## config.mk

```make
export PLATFORM = sky130hd
export DESIGN_NAME = alu_seq_flat
export DESIGN_NICKNAME = d
export VERILOG_FILES = /design/src/rtl/alu_seq_if.sv /design/src/rtl/alu_seq.sv /design/src/flat_wrapper.sv
export SDC_FILE = /design/constraint.sdc
export NUM_CORES = 1
export LEC_CHECK = 0
export CAP_MARGIN = 10
export CELL_PAD_IN_SITES_DETAIL_PLACEMENT = 0
export CELL_PAD_IN_SITES_GLOBAL_PLACEMENT = 2
export CORE_ASPECT_RATIO = 1.5
export CORE_MARGIN = 4
export CORE_UTILIZATION = 36
export DETAILED_ROUTE_END_ITERATION = 12
export MAX_ROUTING_LAYER = met4
export PLACE_DENSITY = 0.83
export SLEW_MARGIN = 20
export SYNTH_ARGS = -nofsm -noshare
export SYNTH_HDL_FRONTEND = slang
export SYNTH_SLANG_ARGS = --single-unit
```

## constraint.sdc

```tcl
create_clock -name clk -period 4.5 [get_ports clk]
set_input_delay 0.9 -clock clk [delete_from_list [all_inputs] [get_ports clk]]
set_output_delay 0.9 -clock clk [all_outputs]
set_load 0.05 [all_outputs]
```

## src/rtl/alu_seq_if.sv

```systemverilog
// alu_seq_if: start/done operand and result bundle for alu_seq.
// master drives operands and start; slave returns busy/done/result/flags.
interface alu_seq_if #(
    parameter int WIDTH = 16
) ();
    logic             start;
    logic [WIDTH-1:0] dst;
    logic [WIDTH-1:0] src;
    logic [3:0]       oper;
    logic [3:0]       func;
    logic [4:0]       condIn;
    logic             busy;
    logic             done;
    logic [WIDTH-1:0] result;
    logic [4:0]       condOut;
    logic             condWr;

    modport master (
        output start, dst, src, oper, func, condIn,
        input  busy, done, result, condOut, condWr
    );

    modport slave (
        input  start, dst, src, oper, func, condIn,
        output busy, done, result, condOut, condWr
    );
endinterface

```

## src/rtl/alu_seq.sv

```systemverilog
// alu_seq: registered multi-cycle ALU with start/done handshake.
// Define ALU_DIV_EN to build the iterative DIVU/REMU divider.
module alu_seq #(
    parameter int WIDTH = 16
) (
    input  logic     clk,
    input  logic     reset,
    alu_seq_if.slave bus
);
    localparam int CW = $clog2(WIDTH);

    localparam logic [3:0] OP_ALU = 4'b0000;
    localparam logic [3:0] OP_SHF = 4'b1000;

    localparam logic [3:0] F_AND  = 4'b0001;
    localparam logic [3:0] F_OR   = 4'b0010;
    localparam logic [3:0] F_XOR  = 4'b0011;
    localparam logic [3:0] F_ADD  = 4'b0101;
    localparam logic [3:0] F_ADDC = 4'b0111;
    localparam logic [3:0] F_SUB  = 4'b1001;
    localparam logic [3:0] F_SUBC = 4'b1010;
    localparam logic [3:0] F_CMP  = 4'b1011;
    localparam logic [3:0] F_MOV  = 4'b1101;
    localparam logic [3:0] F_MUL  = 4'b1110;
    localparam logic [3:0] F_LSH  = 4'b0100;
    localparam logic [3:0] F_ASH  = 4'b0110;
`ifdef ALU_DIV_EN
    localparam logic [3:0] F_REMU = 4'b1100;
    localparam logic [3:0] F_DIVU = 4'b1111;
`endif

    // flag bit positions within {N,Z,F,L,C}
    localparam int FN = 4;
    localparam int FZ = 3;
    localparam int FF = 2;
    localparam int FL = 1;
    localparam int FC = 0;

    typedef enum logic [2:0] {
        S_IDLE,
        S_EXEC,
        S_MUL,
        S_DIV,
        S_DONE
    } state_t;

    state_t state_q, state_n;

    logic [WIDTH-1:0] a, b;
    logic [4:0]       ci;
    logic             accept;

    assign a      = bus.dst;
    assign b      = bus.src;
    assign ci     = bus.condIn;
    assign accept = (state_q == S_IDLE) && bus.start;

    logic             cy;
    logic [WIDTH:0]   sum, dif;
    logic [4:0]       shamt;
    logic [WIDTH-1:0] shl, shr_l, shr_a;

    logic [WIDTH-1:0] sc_res;
    logic [4:0]       sc_flg;
    logic             sc_wr;
    logic             go_mul, go_div;

    logic [WIDTH-1:0] result_q;
    logic [4:0]       flg_q, cin_q;
    logic             wr_q;
    logic [CW-1:0]    cnt_q;
    logic             last;

    logic [WIDTH-1:0] mcd_q, mpl_q, acc_q, acc_nx;

`ifdef ALU_DIV_EN
    logic [WIDTH-1:0] rem_q, quo_q, dvs_q;
    logic             rsel_q;
    logic [WIDTH:0]   rtry;
    logic             rfit;
    logic [WIDTH-1:0] rsub, rem_nx, quo_nx;
    logic             dz;

    assign rtry   = {rem_q, quo_q[WIDTH-1]};
    assign rfit   = rtry >= {1'b0, dvs_q};
    assign rsub   = rtry[WIDTH-1:0] - dvs_q;
    assign rem_nx = rfit ? rsub : rtry[WIDTH-1:0];
    assign quo_nx = {quo_q[WIDTH-2:0], rfit};
    assign dz     = (dvs_q == '0);
`endif

    assign last   = (cnt_q == '0);
    assign acc_nx = acc_q + (mpl_q[0] ? mcd_q : '0);

    // signed shift distance: src[4:0] two's complement, magnitude up to 16
    assign shamt = b[4] ? (~b[4:0]) + 5'd1 : b[4:0];
    assign shl   = a << shamt;
    assign shr_l = a >> shamt;
    assign shr_a = $signed(a) >>> shamt;

    // add/subtract with optional carry/borrow from the incoming C flag
    always_comb begin
        cy  = ((bus.func == F_ADDC) || (bus.func == F_SUBC)) && ci[FC];
        sum = {1'b0, a} + {1'b0, b} + {{WIDTH{1'b0}}, cy};
        dif = {1'b0, a} - {1'b0, b} - {{WIDTH{1'b0}}, cy};
    end

    // decode single-cycle result/flags and detect iterative ops
    always_comb begin
        sc_res = a;
        sc_flg = ci;
        sc_wr  = 1'b0;
        go_mul = 1'b0;
        go_div = 1'b0;
        case (bus.oper)
            OP_ALU: begin
                case (bus.func)
                    F_AND: sc_res = a & b;
                    F_OR:  sc_res = a | b;
                    F_XOR: sc_res = a ^ b;
                    F_MOV: sc_res = b;
                    F_ADD, F_ADDC: begin
                        sc_res     = sum[WIDTH-1:0];
                        sc_wr      = 1'b1;
                        sc_flg[FC] = sum[WIDTH];
                        sc_flg[FF] = (a[WIDTH-1] == b[WIDTH-1]) &&
                                     (sum[WIDTH-1] != a[WIDTH-1]);
                    end
                    F_SUB, F_SUBC: begin
                        sc_res     = dif[WIDTH-1:0];
                        sc_wr      = 1'b1;
                        sc_flg[FC] = dif[WIDTH];
                        sc_flg[FF] = (a[WIDTH-1] != b[WIDTH-1]) &&
                                     (dif[WIDTH-1] != a[WIDTH-1]);
                    end
                    F_CMP: begin
                        sc_wr      = 1'b1;
                        sc_flg[FZ] = (a == b);
                        sc_flg[FL] = (a < b);
                        sc_flg[FN] = ($signed(a) < $signed(b));
                    end
                    F_MUL: go_mul = 1'b1;
`ifdef ALU_DIV_EN
                    F_DIVU, F_REMU: go_div = 1'b1;
`endif
                    default: ;
                endcase
            end
            OP_SHF: begin
                case (bus.func)
                    F_LSH:   sc_res = b[4] ? shr_l : shl;
                    F_ASH:   sc_res = b[4] ? shr_a : shl;
                    default: ;
                endcase
            end
            default: ;
        endcase
    end

    // next-state selection
    always_comb begin
        state_n = state_q;
        unique case (state_q)
            S_IDLE: begin
                if (bus.start) begin
                    if (go_mul)      state_n = S_MUL;
                    else if (go_div) state_n = S_DIV;
                    else             state_n = S_DONE;
                end
            end
            S_MUL, S_DIV: if (last) state_n = S_DONE;
            S_DONE:  state_n = S_IDLE;
            default: state_n = S_IDLE;
        endcase
    end

    // state register
    always_ff @(posedge clk) begin
        if (reset) state_q <= S_IDLE;
        else       state_q <= state_n;
    end

    // operand latch, iteration datapath and result/flag registers
    always_ff @(posedge clk) begin
        if (reset) begin
            result_q <= '0;
            flg_q    <= '0;
            wr_q     <= 1'b0;
            cin_q    <= '0;
            cnt_q    <= '0;
            mcd_q    <= '0;
            mpl_q    <= '0;
            acc_q    <= '0;
`ifdef ALU_DIV_EN
            rem_q    <= '0;
            quo_q    <= '0;
            dvs_q    <= '0;
            rsel_q   <= 1'b0;
`endif
        end else begin
            if (accept) begin
                cin_q <= ci;
                cnt_q <= CW'(WIDTH - 1);
                mcd_q <= a;
                mpl_q <= b;
                acc_q <= '0;
`ifdef ALU_DIV_EN
                rem_q  <= '0;
                quo_q  <= a;
                dvs_q  <= b;
                rsel_q <= (bus.func == F_REMU);
`endif
                if (!go_mul && !go_div) begin
                    result_q <= sc_res;
                    flg_q    <= sc_flg;
                    wr_q     <= sc_wr;
                end
            end
            if ((state_q == S_MUL) || (state_q == S_DIV)) begin
                cnt_q <= cnt_q - CW'(1);
            end
            if (state_q == S_MUL) begin
                mcd_q <= mcd_q << 1;
                mpl_q <= mpl_q >> 1;
                acc_q <= acc_nx;
                if (last) begin
                    result_q <= acc_nx;
                    flg_q    <= cin_q;
                    wr_q     <= 1'b0;
                end
            end
`ifdef ALU_DIV_EN
            if (state_q == S_DIV) begin
                rem_q <= rem_nx;
                quo_q <= quo_nx;
                if (last) begin
                    result_q <= rsel_q ? rem_nx : quo_nx;
                    flg_q    <= dz ? (cin_q | 5'b00100) : cin_q;
                    wr_q     <= dz;
                end
            end
`endif
        end
    end

    assign bus.busy    = (state_q != S_IDLE);
    assign bus.done    = (state_q == S_DONE);
    assign bus.result  = result_q;
    assign bus.condOut = flg_q;
    assign bus.condWr  = (state_q == S_DONE) && wr_q;

endmodule

```

## src/flat_wrapper.sv

```systemverilog
// flat-port wrapper written by rule: the top's interface ports become plain ports
module alu_seq_flat 
#(
    parameter int WIDTH = 16
)
  (clk, reset, bus_start, bus_dst, bus_src, bus_oper, bus_func, bus_condIn, bus_busy, bus_done, bus_result, bus_condOut, bus_condWr);
  alu_seq_if #(.WIDTH(WIDTH)) bus_i ();
  input  logic clk;
  input  logic reset;
  input wire logic [$bits(bus_i.start)-1:0] bus_start;
  input wire logic [$bits(bus_i.dst)-1:0] bus_dst;
  input wire logic [$bits(bus_i.src)-1:0] bus_src;
  input wire logic [$bits(bus_i.oper)-1:0] bus_oper;
  input wire logic [$bits(bus_i.func)-1:0] bus_func;
  input wire logic [$bits(bus_i.condIn)-1:0] bus_condIn;
  output wire logic [$bits(bus_i.busy)-1:0] bus_busy;
  output wire logic [$bits(bus_i.done)-1:0] bus_done;
  output wire logic [$bits(bus_i.result)-1:0] bus_result;
  output wire logic [$bits(bus_i.condOut)-1:0] bus_condOut;
  output wire logic [$bits(bus_i.condWr)-1:0] bus_condWr;
  assign bus_i.start = bus_start;
  assign bus_i.dst = bus_dst;
  assign bus_i.src = bus_src;
  assign bus_i.oper = bus_oper;
  assign bus_i.func = bus_func;
  assign bus_i.condIn = bus_condIn;
  assign bus_busy = bus_i.busy;
  assign bus_done = bus_i.done;
  assign bus_result = bus_i.result;
  assign bus_condOut = bus_i.condOut;
  assign bus_condWr = bus_i.condWr;
  alu_seq #(.WIDTH(WIDTH)) u_core (.clk(clk), .reset(reset), .bus(bus_i));
endmodule
```

==> results.cfg <==
[run_status]
outcome = completed

[routing]
antenna_left = 0
remaining_drc_errors = 0
wirelength_mm = 43.6
routed_via_density = 6.25
dr.pass1.iters = 5
vias = 10600
wl_per_cell_microns = 25.8
drt_iter0_drc = 876

[floorplan]
io_pins = 72
initial_utilization_pct = 36.5
core_region_area_sq_um = 26400
die_x_microns = 142
die_h_microns = 208
num_rows = 73
dieArea_sq_um = 29500

[timing]
finalMaxSlewViolations = 0
finalCritPeriodShare_pct = 92.1
postLayoutSetupSlackWorst_ns = 0.357
final-hold-violation-count = 0
fin_crit_ns = 4.14
timing.hold.ws_ns = 0.457
max_clock_freq_ghz = 0.241
relSlewSlack_pct = 40.0
rsz0062_at_grt = false
setup_viol = 0
setup_tns_ns = 0
worst_pin_slew_ns = 0.900
finalClockSkew_ns = 0.0120

[clock_network]
hold_buffers = 0
cts_tree = done
clk_path_buf_depth = 2
cts_setup_buffers = 0
clk_latency_ns = 0.37
clk_pin_slew_ns = 0.07
cts-root-buf = clkbuf_16
post_cts_resized = 0
numClockSinks = 81
cts_buffers = 9
htreeDepth = 3

[yosys]
syn_inst = 1270
synth_seq_cells = 81
syn_nets = 1419
ys_async_sr_fraction_pct = 0
synth_common_cells = 129 x nand2_1, 118 x a21oi_1, 96 x ha_1
syn_area_per_cell_sq_um = 7.58
synth-edff-count = 0
synth-main-ff-cell = dfxtp_1
yosysMostFrequentCell = nand2_1
synth_seq_area_share_pct = 16.8
ys_types = 81
synth_area_sq_um = 9630
synth_top_area_share_pct = 16.8
synth_largest_area_cell = dfxtp_1
synthTopCellsByArea = dfxtp_1 17%, ha_1 12%, a21oi_1 6.1%
yosysWarnings = 0

[critical_path]
endpoint_kind = flip-flop
cpMostUsedCell = o21ai_0
worst-path-buf-inv = 3
critPathArrivalTime_ns = 4.36
cp-start-kind = primary input
crit_path_cell_trace = clkdlybuf4s50_1 -> nand2b_1 -> o21ai_0 -> nand3_1 -> fa_1 -> inv_1 -> fa_1 -> nor2b_1 -> o21ai_0 -> buf_4 -> a31oi_1 -> a21oi_1 -> xnor2_1 -> o21ai_0 -> a221oi_2 -> o32ai_1
cp_slowest_cell = clkdlybuf4s50_1
worstPathRequired_ns = 4.72
cp_slowest_stage_delay_ns = 0.44
crit_family = compound AO/OA/AOI/OAI gates
critPathMaxFanout = 3
worstSetupPathType = primary input to flip-flop

[grt]
grt_max_degree = 76
grt_pass1_vias = 10300
antenna_found_initial = 1
track_usage_pct = 29.6
grt_pass1_wl_mm = 64.7
overflow = 0

[final_layout]
nFillCells = 2769
fin_cells = 1692
multi_input_area_sq_um = 7350
drive_gt1_share_pct = 11.8
area_growth_pct = 17.6
seq_area_sq_um = 1620
final_net_count = 1498
design_area_sq_um = 11300
final_core_util_pct = 42.9

[pwr]
power.density_nw_per_um2 = 237
vdd_ir_drop_max_mv = 0.218
leakage_nw = 4.57
totalPowerFinal_mw = 2.69

[placed_design]
hpwl_mm = 33.2
port-buffer-count = 71
dp_slack_ns = 0.0681
place_congestion = 1.05
post-place-cells = 1675
placed_cell_area_sq_um = 11000

[min_path]
min_path_type = flip-flop to flip-flop

[flow_run]
maxCapViolations = 0
==> worst min-delay path, cell delays in order, from the launching register on <==
cell and delay, ns:
dfxtp_1 0.31, nand2_1 0.05, a21oi_1 0.05
==> power by group <==
part | total, mW | switching [mW] | internal (mW)
clock network | 0.768 | 0.376 | 0.392
registers | 0.787 | 0.0310 | 0.756
logic | 1.13 | 0.699 | 0.433
==> path summary, 6_finish.rpt <==
kind                    from                     to  slack, ns  cells after the start
max              bus_func[0]  u_core.bus.result[10]       0.36                     16
min          u_core.mpl_q[6]        u_core.mpl_q[6]       0.46                      2
max reg2reg  u_core.mpl_q[0]       u_core.acc_q[12]       1.18                     11
min reg2reg  u_core.mpl_q[6]        u_core.mpl_q[6]       0.46                      2
==> cells in the final DEF (no fill, tap or decap), types with 46 or more instances in the layout <==
cell             instances
nand2_1                129
inv_1                   62
ha_1                    96
clkdlybuf4s50_1         69
o21ai_0                 85
dfxtp_1                 81
a21oi_1                117
buf_4                   92
nor2_1                  87
a22oi_1                 46
==> per-layer routing <==
metal | wire length [microns] | track usage [%]
met1 | 16500 | 33.7
met2 | 21900 | 50.3
met3 | 2530 | 3.61
met4 | 2650 | 15.4
met5 | 0 | -
==> flip-flops by register name (all words and copies together), names as in the netlist <==
register            count
u_core.acc_q           16
u_core.bus.condOut      5
u_core.bus.result      16
u_core.cin_q            5
u_core.cnt_q            4
u_core.mcd_q           16
u_core.mpl_q           16
u_core.state_q          2
u_core.wr_q             1
==> area by class of cell <==
cell class              instances  share of cell area [%]
flip-flops and latches         81                    14.3
multi-input cells            1030                    64.9
clock buffers                   9                    1.99
diodes                          1                  0.0221
repair buffers                163                    12.3
well taps                     337                    3.72
clock inverters                 7                   0.608
inverters                      64                    2.12
==> kinds of logic after synthesis <==
group           synth area share, %
mux                            9.24
simple gates                   19.8
xor+xnor                       3.34
fa+ha+maj                      13.5
flops                          16.8
buf+inv                        7.01
compound gates                 30.2
Power figures use the tool's default switching activity.
